<file path="config.mk">
export PLATFORM = sky130hd
export DESIGN_NAME = vga_frame_sequencer
export DESIGN_NICKNAME = d
export VERILOG_FILES = /design/src/rtl/vga_pkg.sv /design/src/rtl/vga_axis_fsm.sv /design/src/rtl/vga_frame_sequencer.sv
export SDC_FILE = /design/constraint.sdc
export NUM_CORES = 1
export LEC_CHECK = 0
export ABC_CLOCK_PERIOD_IN_PS = 3900
export BUFFER_PORTS_ARGS = -buffer_cell sky130_fd_sc_hd__buf_2
export CAP_MARGIN = 40
export CORE_MARGIN = 10
export CORE_UTILIZATION = 55
export DETAILED_ROUTE_END_ITERATION = 8
export HOLD_SLACK_MARGIN = 0.02
export PLACE_DENSITY = 0.77
export RECOVER_POWER = 50
export SETUP_SLACK_MARGIN = 0.3
export SKIP_LAST_GASP = 1
export SLEW_MARGIN = 20
export SYNTH_ARGS = -nofsm -noshare
export SYNTH_HDL_FRONTEND = slang
export SYNTH_SLANG_ARGS = --single-unit
</file>
<file path="constraint.sdc">
create_clock -name clk -period 3.9 [get_ports clk]
set_input_delay 0.39 -clock clk [delete_from_list [all_inputs] [get_ports clk]]
set_output_delay 0.39 -clock clk [all_outputs]
set_load 0.1 [all_outputs]
</file>
<file path="src/rtl/vga_pkg.sv">
// Shared timing constants, axis phase encoding and colour type for the VGA frame sequencer.
package vga_pkg;

    localparam int CNT_W       = 10;

    localparam int H_SYNC_END  = 96;
    localparam int H_ACT_START = 144;
    localparam int H_ACT_END   = 784;

    localparam int V_SYNC_END  = 2;
    localparam int V_ACT_START = 35;
    localparam int V_ACT_END   = 515;

    typedef enum logic [1:0] {
        SYNC,
        BP,
        ACTIVE,
        FP
    } axis_state_t;

    typedef logic [11:0] rgb12_t;

endpackage

</file>
<file path="src/rtl/vga_axis_fsm.sv">
// One timing axis: position counter plus SYNC/BP/ACTIVE/FP phase machine, advanced by an enable.
module vga_axis_fsm
    import vga_pkg::*;
#(
    parameter int TOTAL     = 800,
    parameter int SYNC_END  = H_SYNC_END,
    parameter int ACT_START = H_ACT_START,
    parameter int ACT_END   = H_ACT_END
) (
    input  logic             clk,
    input  logic             reset,
    input  logic             adv,
    output logic [CNT_W-1:0] count,
    output axis_state_t      state,
    output logic             wrap
);

    localparam logic [CNT_W-1:0] LAST    = CNT_W'(TOTAL - 1);
    localparam logic [CNT_W-1:0] SYNC_E  = CNT_W'(SYNC_END);
    localparam logic [CNT_W-1:0] ACT_S   = CNT_W'(ACT_START);
    localparam logic [CNT_W-1:0] ACT_E   = CNT_W'(ACT_END);

    logic [CNT_W-1:0] count_nxt;

    assign count_nxt = count + 1'b1;
    // High on the last position of the axis; the caller qualifies it with its own advance.
    assign wrap      = (count == LAST);

    always_ff @(posedge clk) begin
        if (reset) begin
            count <= '0;
            state <= SYNC;
        end else if (adv) begin
            if (wrap) begin
                count <= '0;
                state <= SYNC;
            end else begin
                count <= count_nxt;
                case (state)
                    SYNC:    if (count_nxt == SYNC_E) state <= BP;
                    BP:      if (count_nxt == ACT_S)  state <= ACTIVE;
                    ACTIVE:  if (count_nxt == ACT_E)  state <= FP;
                    default: ;
                endcase
            end
        end
    end

endmodule

</file>
<file path="src/rtl/vga_frame_sequencer.sv">
// 640x480@60 VGA sequencer: pixel-tick divider, H/V phase machines, registered sync/video/RGB
// decode and a frame-synchronous colour config slot. Optional border: define VGA_BORDER_EN.
module vga_frame_sequencer
    import vga_pkg::*;
#(
    parameter int H_TOTAL  = 800,
    parameter int V_TOTAL  = 525,
    parameter int DIV      = 4,
    parameter int HS_END   = H_SYNC_END,
    parameter int HA_START = H_ACT_START,
    parameter int HA_END   = H_ACT_END,
    parameter int VS_END   = V_SYNC_END,
    parameter int VA_START = V_ACT_START,
    parameter int VA_END   = V_ACT_END
) (
    input  logic        clk,
    input  logic        reset,
    input  logic        cfg_valid,
    input  logic [11:0] cfg_color,
    output logic        cfg_ready,
    output logic        Hsynq,
    output logic        Vsynq,
    output logic [3:0]  Red,
    output logic [3:0]  Green,
    output logic [3:0]  Blue,
    output logic        video_on,
    output logic [9:0]  pixel_x,
    output logic [9:0]  pixel_y,
    output logic        frame_start
);

    localparam int               DIV_W    = (DIV > 2) ? $clog2(DIV) : 1;
    localparam logic [DIV_W-1:0] DIV_LAST = DIV_W'(DIV - 1);
    localparam logic [CNT_W-1:0] H_OFS    = CNT_W'(HA_START);
    localparam logic [CNT_W-1:0] V_OFS    = CNT_W'(VA_START);
`ifdef VGA_BORDER_EN
    localparam logic [CNT_W-1:0] X_LAST   = CNT_W'(HA_END - HA_START - 1);
    localparam logic [CNT_W-1:0] Y_LAST   = CNT_W'(VA_END - VA_START - 1);
`endif

    logic [DIV_W-1:0] div_cnt;
    logic             pix_tick;
    logic [CNT_W-1:0] h_count;
    logic [CNT_W-1:0] v_count;
    axis_state_t      h_state;
    axis_state_t      v_state;
    logic             h_wrap;
    logic             v_wrap;
    logic             frame_wrap_p0;
    logic             active_win;
    logic [CNT_W-1:0] x_nxt;
    logic [CNT_W-1:0] y_nxt;
    logic             pending_full;
    rgb12_t           pending_color;
    rgb12_t           active_color;
    rgb12_t           pix_color;

    assign pix_tick  = (div_cnt == DIV_LAST);
    assign cfg_ready = ~pending_full;

    always_ff @(posedge clk) begin
        if (reset || pix_tick) begin
            div_cnt <= '0;
        end else begin
            div_cnt <= div_cnt + 1'b1;
        end
    end

    vga_axis_fsm #(
        .TOTAL     (H_TOTAL),
        .SYNC_END  (HS_END),
        .ACT_START (HA_START),
        .ACT_END   (HA_END)
    ) u_h_axis (
        .clk   (clk),
        .reset (reset),
        .adv   (pix_tick),
        .count (h_count),
        .state (h_state),
        .wrap  (h_wrap)
    );

    vga_axis_fsm #(
        .TOTAL     (V_TOTAL),
        .SYNC_END  (VS_END),
        .ACT_START (VA_START),
        .ACT_END   (VA_END)
    ) u_v_axis (
        .clk   (clk),
        .reset (reset),
        .adv   (pix_tick & h_wrap),
        .count (v_count),
        .state (v_state),
        .wrap  (v_wrap)
    );

    assign active_win = (h_state == ACTIVE) && (v_state == ACTIVE);
    assign x_nxt      = active_win ? (h_count - H_OFS) : '0;
    assign y_nxt      = active_win ? (v_count - V_OFS) : '0;

    always_comb begin
        pix_color = active_color;
`ifdef VGA_BORDER_EN
        if (x_nxt == '0 || x_nxt == X_LAST || y_nxt == '0 || y_nxt == Y_LAST) begin
            pix_color = 12'hFFF;
        end
`endif
        if (!active_win) begin
            pix_color = '0;
        end
    end

    // Stage p0 -> outputs: every output is a one-clk-late decode of the counter/phase state.
    always_ff @(posedge clk) begin
        if (reset) begin
            Hsynq          <= 1'b1;
            Vsynq          <= 1'b1;
            video_on       <= 1'b0;
            pixel_x        <= '0;
            pixel_y        <= '0;
            {Blue, Green, Red} <= '0;
            frame_wrap_p0  <= 1'b0;
            frame_start    <= 1'b0;
            pending_full   <= 1'b0;
            active_color   <= '0;
        end else begin
            Hsynq          <= (h_state != SYNC);
            Vsynq          <= (v_state != SYNC);
            video_on       <= active_win;
            pixel_x        <= x_nxt;
            pixel_y        <= y_nxt;
            {Blue, Green, Red} <= pix_color;
            frame_wrap_p0  <= pix_tick & h_wrap & v_wrap;
            frame_start    <= frame_wrap_p0;
            // Swap happens on the frame_start edge; a transfer on that same edge waits a frame.
            if (frame_wrap_p0 && pending_full) begin
                active_color <= pending_color;
                pending_full <= 1'b0;
            end
            if (cfg_valid && !pending_full) begin
                pending_full <= 1'b1;
            end
        end
    end

    always_ff @(posedge clk) begin
        if (cfg_valid && !pending_full) begin
            pending_color <= cfg_color;
        end
    end

endmodule

</file>
### Word-level counts from Yosys, hierarchy flattened

Cells that the tools add are included.

* input port bits: 15
* logic and storage cells: 75
* bits in registers: 88
* output and inout port bits: 37

* $add $sub $neg: 5
* equal/unequal tests: 19
* reduce and logical (&&, ||, !) cells: 15
* bitwise logic cells: 4
* multiplexer cells: 14

Operator list (number)
* 10-bit equality test (second input constant): 4
* 10-bit by 1-bit adder with 10-bit output (second input constant): 2
* 10-bit two-way mux: 2
* 3-bit by 2-bit != test with 1-bit output (second input constant): 6
* 2-bit two-way mux: 8
* 2-bit case mux with 3 select lines: 2
* 10-bit by 2-bit equality test with 1-bit output (second input constant): 1
* 10-bit by 6-bit equality test with 1-bit output (second input constant): 1
* 10-bit by 7-bit equality test with 1-bit output (second input constant): 1
* 10-bit by 8-bit equality test with 1-bit output (second input constant): 1
* 5-bit AND reduction: 2
* 10-bit by 6-bit subtractor with 10-bit output (second input constant): 1
* 10-bit by 8-bit subtractor with 10-bit output (second input constant): 1
* 4-bit nonzero test: 2
* 2-bit equality test (second input constant): 3
* 2-bit nonzero test: 3
* 2-bit by 1-bit equality test with 1-bit output (second input constant): 2
* 2-bit zero test: 2
* 1-bit logical AND: 3
* 2-bit by 1-bit adder with 2-bit output (second input constant): 1
* 1-bit AND: 2
* 1-bit two-way mux: 2
* 1-bit inverter: 2
* 2-bit OR reduction: 1
* other kinds (2): 2

### Depth between registers and ports, before layout

* depth in word-level cells: 5
* mapped depth: 10
* depth with buffers taken out: 8

### Modules after synthesis

From an unflattened synthesis, not the netlist that was laid out.

* cell total of the unflattened synthesis: 452
* area, all modules: 4166.5 sq um

Modules (own cells, without submodules)
* vga_frame_sequencer: sequential area each 1401.3 sq um, area an instance 2123.3 sq um, cells each 190, times used 1
* vga_axis_fsm (u_v_axis): sequential area each 240.2 sq um, area an instance 1091.0 sq um, cells each 134, times used 1
* vga_axis_fsm (u_h_axis): sequential area each 240.2 sq um, area an instance 952.2 sq um, cells each 128, times used 1

### Worst setup path before layout

No wires, ideal clock.

* path kind: register to register
* from: reg u_v_axis.count[1]
* to: reg u_v_axis.state[0]
* required time: 3.768 ns
* buffers on the path: 1
* setup slack: 1.692 ns
* cell stages (with the launch flop): 9
* clock period less this slack: 2.208 ns
* arrival time: 2.076 ns
* library setup time: 0.132 ns
* cells stage by stage: dfxtp_1 ha_1 clkbuf_1 nand3_1 or4_1 a32oi_1 o221a_2 mux2i_1 a21oi_1

* longest elaborated chain between the ends: 4
* elaborated cells on any way between the ends: 11
* those cells by class: add/sub (1); eq/ne (7); mux (1); reduce/logical (2)

Ends and longest elaborated chain
* start, declared: line vga_axis_fsm.sv:13 `output logic [CNT_W-1:0] count,`
* start signal, assigned: line vga_axis_fsm.sv:38 `count <= count_nxt;`
* 10-bit by 1-bit adder with 10-bit output: line vga_axis_fsm.sv:25 `assign count_nxt = count + 1'b1;`
* 10-bit by 6-bit equality test with 1-bit output (tied with other cells): line vga_axis_fsm.sv:41 `BP: if (count_nxt == ACT_S) state <= ACTIVE;`
* 3-bit by 2-bit != test with 1-bit output (no source line)
* 5-bit AND reduction (no source line)
* end signal, assigned: line vga_axis_fsm.sv:40 `SYNC: if (count_nxt == SYNC_E) state <= BP;`
* end signal, assigned: line vga_axis_fsm.sv:41
* end signal, assigned: line vga_axis_fsm.sv:42 `ACTIVE: if (count_nxt == ACT_E) state <= FP;`
* end, declared: line vga_axis_fsm.sv:14 `output axis_state_t state,`

Several ways; a longest one is shown, not always the timed one.
A chain may end at the register's enable or synchronous reset.

### Worst setup path in the final report

* from: in reset
* to: reg Green[2]

* longest elaborated chain between the ends: 1

Ends and longest elaborated chain
* start, declared: line vga_frame_sequencer.sv:17 `input logic reset,`
* 2-bit OR reduction (no source line)
* end signal, assigned: line vga_frame_sequencer.sv:132 `{Blue, Green, Red} <= pix_color;`
* end, declared: line vga_frame_sequencer.sv:24 `output logic [3:0] Green,`

Every way passes these cells.

==> flow_metrics.py <==
metrics = {
    "sta": {
        "tightest_slew_ps": 1680,
        "hold_violations": 0,
        "max_freq_mhz": 339,
        "fin_crit_sh_pct": 75.6,
        "finalSetupViolations": 0,
        "fin_skew_ps": 9.64,
        "slew_violations": 41,
        "period_needed_ps": 2950,
        "rsz0062_at_grt": "no",
        "fin_tns_setup_ps": 0,
        "slew_headroom_pct": -11.8,
    },
    "floorplan": {
        "die_w_microns": 103,
        "coreArea_sq_um": 6720,
        "dieArea_sq_um": 10600,
        "rows": 30,
        "start_util_pct": 56.1,
        "die_h_microns": 103,
        "io_pins": 52,
    },
    "yosys": {
        "syn_area_sq_um": 3770,
        "syn_inst": 412,
        "ys_warn_count": 0,
        "synth_edf_count": 12,
        "synth-seq-area-share_pct": 49.9,
        "synthArstFlopShare_pct": 0,
        "yosys_register_bits": 88,
        "synth-main-ff-cell": "dfxtp_1",
        "synth_nets": 444,
        "synth_cell_types": 49,
        "syn_avg_cell_area_sq_um": 9.15,
    },
    "min_path": {
        "hp-start": "cfg_color[7]",
        "min_path_type": "input pin to register",
    },
    "setup_path": {
        "cp_max_fo": 40,
        "cp_slowest_cell": "clkbuf_1",
        "critPathCaptureType": "register",
        "cp-start-kind": "input pin",
        "critPathMaxStageDelay_ps": 1180,
        "crit_path_end": "Green[2]",
        "r2r_cells": 7,
        "crit_arrival_ps": 3190,
        "critical_path_class": "input pin to register",
        "crit_path_start": "reset",
        "worstPathRequired_ps": 4140,
        "reg2reg_slack_ps": 1380,
        "r2r_end": "u_v_axis.count[9]",
        "r2r-start": "u_h_axis.count[1]",
        "path_cells": "clkbuf_1 -> or2_0 -> inv_1 -> and2_1",
    },
    "layout": {
        "finalNetCount": 481,
        "area_delta_synth_final_pct": 12.4,
        "seqCellArea_sq_um": 1880,
        "n_fill_cell": 571,
        "drive_above_1_share_pct": 12.4,
        "final_cells": 533,
        "final_cell_mix": "dfxtp_1, nand2_1, buf_2",
        "mostFrequentLayoutCell": "dfxtp_1",
        "antenna_cells": 0,
        "multiInputGateArea_sq_um": 1710,
    },
    "pwr": {
        "p_switching_uw": 383,
        "swShare_pct": 21.6,
        "power.leakage_nw": 1.66,
        "p_total_mw": 1.77,
        "intPower_mw": 1.38,
        "seqPwrFrac_pct": 53.3,
        "power.density_nw_per_um2": 417,
        "p_comb_share_pct": 4.4,
        "clock_power_share_pct": 42.3,
        "peakVddDrop_uv": 223,
    },
    "global_route": {
        "grt_max_degree": 41,
        "antenna_found_initial": 0,
        "grt_pass1_wl_microns": 12800,
        "grt_overflow": 0,
        "grt_pass1_vias": 2774,
        "track_usage_pct": 15.1,
    },
    "placed_design": {
        "gp_congestion": 0.861,
        "hpwlAfterDp_microns": 5290,
        "placed_cells": 518,
        "io_buffer_count": 51,
    },
    "drt": {
        "remaining_drc_errors": 0,
        "avgRoutedWirePerCell_microns": 14.2,
        "vias": 2930,
        "drtIter0Drc": 195,
        "routed_via_density": 5.50,
        "drt-total-wl_microns": 7570,
        "ant_nets": 0,
        "first_pass_iters": 4,
    },
    "clock_network": {
        "cts_setup_buffers": 0,
        "hold_buffers": 0,
        "tritoncts": "built",
        "clockRootBuffer": "clkbuf_8",
        "clock-sinks": 88,
        "h-tree-depth": 3,
        "ctsResizeCount": 0,
        "cts-buffers-inserted": 9,
        "clk_latency_ps": 350,
        "clockBufferDepth": 2,
        "path_clk_slew_ps": 90,
    },
    "run": {
        "drv_cap": 1,
    },
    "outcome": {
        "violations": "max-capacitance violations, max-slew violations",
        "status": "finished, violations left",
    },
}
## sequential cells by signal, indices dropped and copies added, names as in the netlist, 2 cells and up
name,cells
u_h_axis.count,10
active_color,12
Red,4
Green,4
div_cnt,2
u_v_axis.state,2
pending_color,12
pixel_y,10
u_h_axis.state,2
pixel_x,10
u_v_axis.count,10
Blue,4
## power by group through the flow
stage	clock, mW	combinational (mW)	sequential [mW]
after floorplan	0	0.0436	0.977
after global placement	0	0.0772	0.962
after detailed placement	0	0.0791	0.963
after CTS	0.763	0.0794	0.942
after global routing	0.806	0.0868	0.944
final	0.747	0.0785	0.942
## through the flow
| step | hold WS [ps] | setup slack (ps) | utilization, % | cell area, sq um |
|---|---|---|---|---|
| final | 211 | 952 | 63.1 | 4240 |
| after global placement | 413 | 1540 | 59.7 | 4010 |
| after CTS | 197 | 1470 | 63.4 | 4260 |
| after floorplan | 404 | 1690 | - | 3770 |
| after detailed placement | 427 | 1490 | 59.9 | 4020 |
| after global routing | 184 | 625 | 63.1 | 4240 |
## metal layers
layer | track usage [%] | share of wire [%] | vias to the layer above
li1 | - | - | 1483
met2 | 26.3 | 52 | 91
met5 | 0 | 0 | -
met1 | 17.4 | 42 | 1350
met4 | 4.81 | 0.73 | 0
met3 | 4.42 | 6.0 | 6
## synthesized netlist by cell type, drive strengths merged (2+ instances only)
library cell | n | area share (%)
dfxtp | 76 | 40
nand2 | 48 | 4.8
nor2 | 32 | 3.2
a21oi | 30 | 4.0
and2 | 23 | 3.8
o21ai | 20 | 2.7
clkbuf | 18 | 1.8
ha | 17 | 5.6
inv | 16 | 1.6
xnor2 | 13 | 3.0
edfxtp | 12 | 9.6
or3 | 12 | 2.0
nor3 | 10 | 1.3
buf | 9 | 1.3
nand3 | 9 | 1.2
a31oi | 7 | 1.2
and3 | 6 | 1.0
nand4 | 6 | 1.0
nand2b | 5 | 0.83
xor2 | 5 | 1.2
mux2i | 3 | 0.80
nor2b | 3 | 0.50
a311oi | 2 | 0.46
and4 | 2 | 0.60
nor3b | 2 | 0.40
nor4 | 2 | 0.33
o31ai | 2 | 0.40
or2 | 2 | 0.33
or4 | 2 | 0.40
or4b | 2 | 0.53
## critical path, delay by kind of cell
family | cells | cell delay [ps]
and+or+nand+nor | 2 | 1130
buffers and inverters | 2 | 1660
## kinds of logic (layout without fill, tap and decap cells)
logic type      count (synthesis)  count (layout)  synth area share [%]
mux                             4               4                  1.10
compound gates                 72              72                  11.2
fa+ha+maj                      17              17                  5.64
xor+xnor                       18              18                  4.18
buf+inv                        43              84                  4.65
simple gates                  170             170                  23.4
flops                          88              88                  49.9
## how the worst min path moves through the flow
stage / to / slack [ps] / depth (start not counted)
finish: pending_color[7] / 210 / 1
global route: pending_color[4] / 180 / 1
CTS: pending_color[4] / 200 / 1
detailed placement: div_cnt[0] / 430 / 1
global placement: div_cnt[0] / 410 / 1
floorplan: div_cnt[0] / 400 / 1
## final cells by class
type	instances	area share [%]
repair buffers	53	5.70
multi-input cells	281	40.4
well taps	80	2.36
clock inverters	6	2.75
clock buffers	9	2.92
inverters	16	1.42
flip-flops and latches	88	44.4
No activity file was read; power rests on OpenSTA's default activity.
